--- src/rtl/lr3_pkg.sv ---
// lr3_pkg: shared FSM state encoding and 4-bit substitution table
// for the LR3 nibble-substitution round controller.
`default_nettype none

package lr3_pkg;

   typedef enum logic [1:0] {
      ST_IDLE = 2'd0,
      ST_SUB  = 2'd1,
      ST_ROT  = 2'd2,
      ST_DONE = 2'd3
   } state_t;

   // Entry i of the S-box lives in bits [4i+3:4i].
   localparam logic [63:0] SBOX_TABLE = 64'h559A_B4CF_506C_1A22;

   function automatic logic [3:0] sbox_lookup(input logic [3:0] x);
      return SBOX_TABLE[{x, 2'b00} +: 4];
   endfunction

endpackage

`default_nettype wire

--- src/rtl/lr3_nibble_sbox.sv ---
// lr3_nibble_sbox: purely combinational 4-bit substitution LUT.
`default_nettype none

module lr3_nibble_sbox
   import lr3_pkg::*;
(
   input  logic [3:0] nib_in,
   output logic [3:0] nib_out
);

   assign nib_out = sbox_lookup(nib_in);

endmodule

`default_nettype wire

--- src/rtl/lr3_sbox_round_ctrl.sv ---
// lr3_sbox_round_ctrl: runs a word through ROUNDS rounds of per-nibble
// substitution (one nibble per clock, single shared LUT) and a 4-bit left rotation.
`default_nettype none

module lr3_sbox_round_ctrl
   import lr3_pkg::*;
#(
   parameter int NIB    = 4,
   parameter int ROUNDS = 2
) (
   input  logic              clk,
   input  logic              rst,
   input  logic              in_valid,
   output logic              in_ready,
   input  logic [4*NIB-1:0]  in_data,
   output logic              out_valid,
   input  logic              out_ready,
   output logic [4*NIB-1:0]  out_data,
   output logic              busy
);

   localparam int W    = 4 * NIB;
   localparam int NI_W = (NIB > 1) ? $clog2(NIB) : 1;
   localparam int RC_W = (ROUNDS > 1) ? $clog2(ROUNDS) : 1;
   localparam logic [NI_W-1:0] NI_LAST = NI_W'(NIB - 1);
   localparam logic [RC_W-1:0] RC_LAST = RC_W'(ROUNDS - 1);

   state_t          state, state_nxt;
   logic [W-1:0]    word, word_nxt, word_sub;
   logic [NI_W-1:0] ni, ni_nxt;
   logic [RC_W-1:0] rc, rc_nxt;
   logic [3:0]      sub_in, sub_out;

   lr3_nibble_sbox u_sbox (
      .nib_in  (sub_in),
      .nib_out (sub_out)
   );

   always_ff @(posedge clk) begin
      if (rst) begin
         state <= ST_IDLE;
         word  <= '0;
         ni    <= '0;
         rc    <= '0;
      end else begin
         state <= state_nxt;
         word  <= word_nxt;
         ni    <= ni_nxt;
         rc    <= rc_nxt;
      end
   end

   always_comb begin
      state_nxt = state;
      word_nxt  = word;
      ni_nxt    = ni;
      rc_nxt    = rc;
      // The single LUT sees whichever nibble NI points at.
      sub_in    = word[{ni, 2'b00} +: 4];
      word_sub  = word;
      word_sub[{ni, 2'b00} +: 4] = sub_out;

      case (state)
         ST_IDLE: begin
            if (in_valid) begin
               word_nxt  = in_data;
               ni_nxt    = '0;
               rc_nxt    = '0;
               state_nxt = ST_SUB;
            end
         end
         ST_SUB: begin
            word_nxt = word_sub;
            if (ni == NI_LAST) begin
               ni_nxt    = '0;
               state_nxt = ST_ROT;
            end else begin
               ni_nxt = ni + 1'b1;
            end
         end
         ST_ROT: begin
            word_nxt = {word[W-5:0], word[W-1:W-4]};
            if (rc == RC_LAST) begin
               state_nxt = ST_DONE;
            end else begin
               rc_nxt    = rc + 1'b1;
               state_nxt = ST_SUB;
            end
         end
         ST_DONE: begin
            if (out_ready) state_nxt = ST_IDLE;
         end
         default: state_nxt = ST_IDLE;
      endcase
   end

   assign in_ready  = (state == ST_IDLE);
   assign out_valid = (state == ST_DONE);
   assign busy      = (state != ST_IDLE);
   assign out_data  = word;

endmodule

`default_nettype wire
--- config.mk ---
export PLATFORM = sky130hd
export DESIGN_NAME = lr3_sbox_round_ctrl
export DESIGN_NICKNAME = d
export VERILOG_FILES = /design/src/rtl/lr3_pkg.sv /design/src/rtl/lr3_nibble_sbox.sv /design/src/rtl/lr3_sbox_round_ctrl.sv
export SDC_FILE = /design/constraint.sdc
export NUM_CORES = 1
export LEC_CHECK = 0
export ABC_AREA = 1
export BUFFER_PORTS_ARGS = -buffer_cell sky130_fd_sc_hd__buf_2
export CAP_MARGIN = 20
export CORE_ASPECT_RATIO = 1.1
export CORE_MARGIN = 2
export CORE_UTILIZATION = 25
export DETAILED_ROUTE_END_ITERATION = 8
export GPL_TIMING_DRIVEN = 0
export SLEW_MARGIN = 20
export SYNTH_ARGS = -nofsm -noshare
export SYNTH_HDL_FRONTEND = slang
export SYNTH_HIERARCHICAL = 1
export SYNTH_SLANG_ARGS = --single-unit
--- constraint.sdc ---
create_clock -name clk -period 4.5 [get_ports clk]
set_input_delay 0.675 -clock clk [delete_from_list [all_inputs] [get_ports clk]]
set_output_delay 0.675 -clock clk [all_outputs]
set_load 0.01 [all_outputs]
==> impl_metrics.json <==
{
  "sw_frac_of_total_pct": 55.36,
  "path_max_fanout": 12,
  "drtIter0Drc": 89,
  "syn_nets": 369,
  "async_reset_ff_share_pct": 0,
  "core_area_um2": 7556,
  "io_pins": 39,
  "endpoint_kind": "register",
  "die_w_um": 88.57,
  "layout-drive-gt1-share_pct": 22.67,
  "post-cts-setup-buffers": 0,
  "drc": 0,
  "worstPathRequired_ns": 4.70,
  "via_per_inst": 4.569,
  "synth_top_family_by_area": "simple AND/OR/NAND/NOR gates",
  "worst_slew_pin_slew_ns": 0.8370,
  "cp.arrival_ns": 3.07,
  "timing.rr.start": "ni[0]",
  "synth_cells": 333,
  "ir_drop_uv": 269.7,
  "insertion_delay_ns": 0.27,
  "leakagePower_nw": 1.070,
  "seq_area_frac_synth_pct": 21.37,
  "start_kind": "register",
  "p_switching_mw": 0.9286,
  "nNetsFinal": 412,
  "yosysMostFrequentCell": "nand2_1",
  "yosysWarnings": 6,
  "grt_usage_pct": 14.35,
  "internal_power_mw": 0.7488,
  "via_count": 2193,
  "dieArea_um2": 8594,
  "cap_violations": 0,
  "finalSetupViolations": 0,
  "die_h_um": 97.03,
  "status": "complete, no violations",
  "grt_max_degree": 13,
  "max_freq_mhz": 348.7,
  "rsz0062_at_grt": "no",
  "hold_ws_ns": 0.4843,
  "htreeDepth": 1,
  "diodes": 0,
  "clock_path_buffers": 2,
  "clock_skew_ns": 0.005892,
  "cts_buffers": 3,
  "start_util_pct": 26.03,
  "cts_hold_buf": 0,
  "min_from": "rc",
  "firstDrtPassIters": 4,
  "muxShareOfSynthArea_pct": 0,
  "final_max_slew_viol_count": 0,
  "synthSimpleGateAreaFrac_pct": 40.20,
  "synth_compound_area_share_pct": 19.40,
  "yosys-top-cells-area": "dfxtp_1, nand2_1, ha_1",
  "clk_pin_slew_worst_paths_ns": 0.09,
  "comb_power_share_pct": 69.5,
  "wirelength_um": 5950,
  "synth-seq-cells": 21,
  "gr-total-overflow": 0,
  "netlist_area_um2": 1967,
  "area_delta_synth_final_pct": 18.64,
  "max_slew_margin_pct": 44.20,
  "root_buffer": "clkbuf_8",
  "yosys-top-cells-count": "nand2_1, nor2_1, a21oi_1",
  "synth_edf_count": 0,
  "grt_antenna_before_repair": 0,
  "final_antenna_net_count": 0,
  "ys.flop_type": "dfxtp_1",
  "synthAdderAreaFrac_pct": 10.18,
  "setup_tns_ns": 0,
  "wire_per_inst_um": 12.40,
  "final.period_utilization_pct": 63.73,
  "dpl.hpwl_um": 4632,
  "cp-startpoint": "ni[0]",
  "synth_cell_types": 21,
  "avgSynthCellArea_um2": 5.907,
  "fin_crit_ns": 2.868,
  "cts_tree": "done",
  "grt_pass1_wl_um": 9956,
  "synth_xor_area_share_pct": 0,
  "fp-row-count": 33,
  "cts_resized": 0,
  "path_class": "reg -> reg",
  "grt_pass1_vias": 2106,
  "gp_congestion": 0.9308,
  "port_buffers": 38,
  "finalHoldViolations": 0,
  "power.density_nw_per_um2": 718.8,
  "seq_power_share_pct": 22.5,
  "yosysTopAreaCell": "dfxtp_1",
  "pwr-share-clk_pct": 8.0,
  "synth_top_area_share_pct": 21.37,
  "hold_class": "reg -> reg",
  "cts.sinks": 21
}
## placed cells by master, fill, tap and decap left out, drive strengths merged
cell type	Yosys	layout
nand2	111	111
nor2	66	66
nand3	10	10
ha	16	16
a21oi	40	40
nor3	1	1
o21ai	22	22
or2	2	2
o22ai	3	3
inv	24	24
nand4	3	3
dfxtp	21	21
buf	10	48
clkbuf	4	8
## power groups by stage
stage | clock network [mW] | logic [mW] | registers, mW
2_1_floorplan | 0 | 0.859 | 0.365
3_3_place_gp | 0 | 1.15 | 0.382
3_5_place_dp | 0 | 1.17 | 0.383
4_1_cts | 0.136 | 1.17 | 0.378
5_1_grt | 0.141 | 1.32 | 0.393
6_report | 0.134 | 1.17 | 0.377
## path summary, 6_finish.rpt
path	cells after the start	slack (ns)	to
worst max-delay path	17	1.63	out_data[5]
worst min register to register	2	0.48	rc
worst min-delay path	2	0.48	rc
worst max register to register	17	1.63	out_data[5]
## layer usage
layer / track usage [%] / part of all wire, % / routed length [um] / vias to the layer above
li1: - / - / - / 1138
met1: 18.99 / 46 / 2761 / 992
met2: 24.29 / 48 / 2880 / 54
met3: 0.8532 / 2.6 / 155 / 9
met4: 4.895 / 2.6 / 153 / 0
met5: 0 / 0 / 0 / -
## kinds of logic after synthesis
group	count (synthesis)
simple gates	193
flops	21
buf+inv	38
fa+ha+maj	16
compound gates	65
## layout make-up
type	count	area [um2]
Buffer	14	83.83
Clock buffer	4	45.04
Fill cell	851	5223
Inverter	24	90.09
Multi-Input combinational cell	274	1373
Sequential cell	21	420.4
Tap cell	105	131.4
Timing Repair Buffer	38	190.2
## critical path, cell delays in order, from the launching register on
cell and delay (ns):
dfxtp_1 0.41, inv_1 0.12, clkbuf_1 0.37, o21ai_0 0.14, o22ai_1 0.37, inv_1 0.13
ha_1 0.29, inv_1 0.07, nand2_2 0.05, nand2_1 0.05, nand2_1 0.05, nand2_1 0.14
nand3_1 0.11, o21ai_0 0.20, nand2_1 0.07, nand2_1 0.06, nand2_1 0.05, a21oi_1 0.11
## per-stage QoR
step                total power [mW]  area (um2)  util, %  instances  setup slack (ns)
global route                   1.851        2333    30.88        480             1.231
floorplan                      1.223        1967        -        333             2.118
CTS                            1.686        2333    30.88        480             1.651
detailed placement             1.550        2288    30.29        476             1.645
global placement               1.534        2288    30.29        476             1.687
finish                         1.677        2333    30.88        480             1.632
## registers in the layout (all words and copies together), names as in the netlist
signal,flops
ni,2
out_data,16
rc,1
state,2
(Power assumes the default switching activity.)
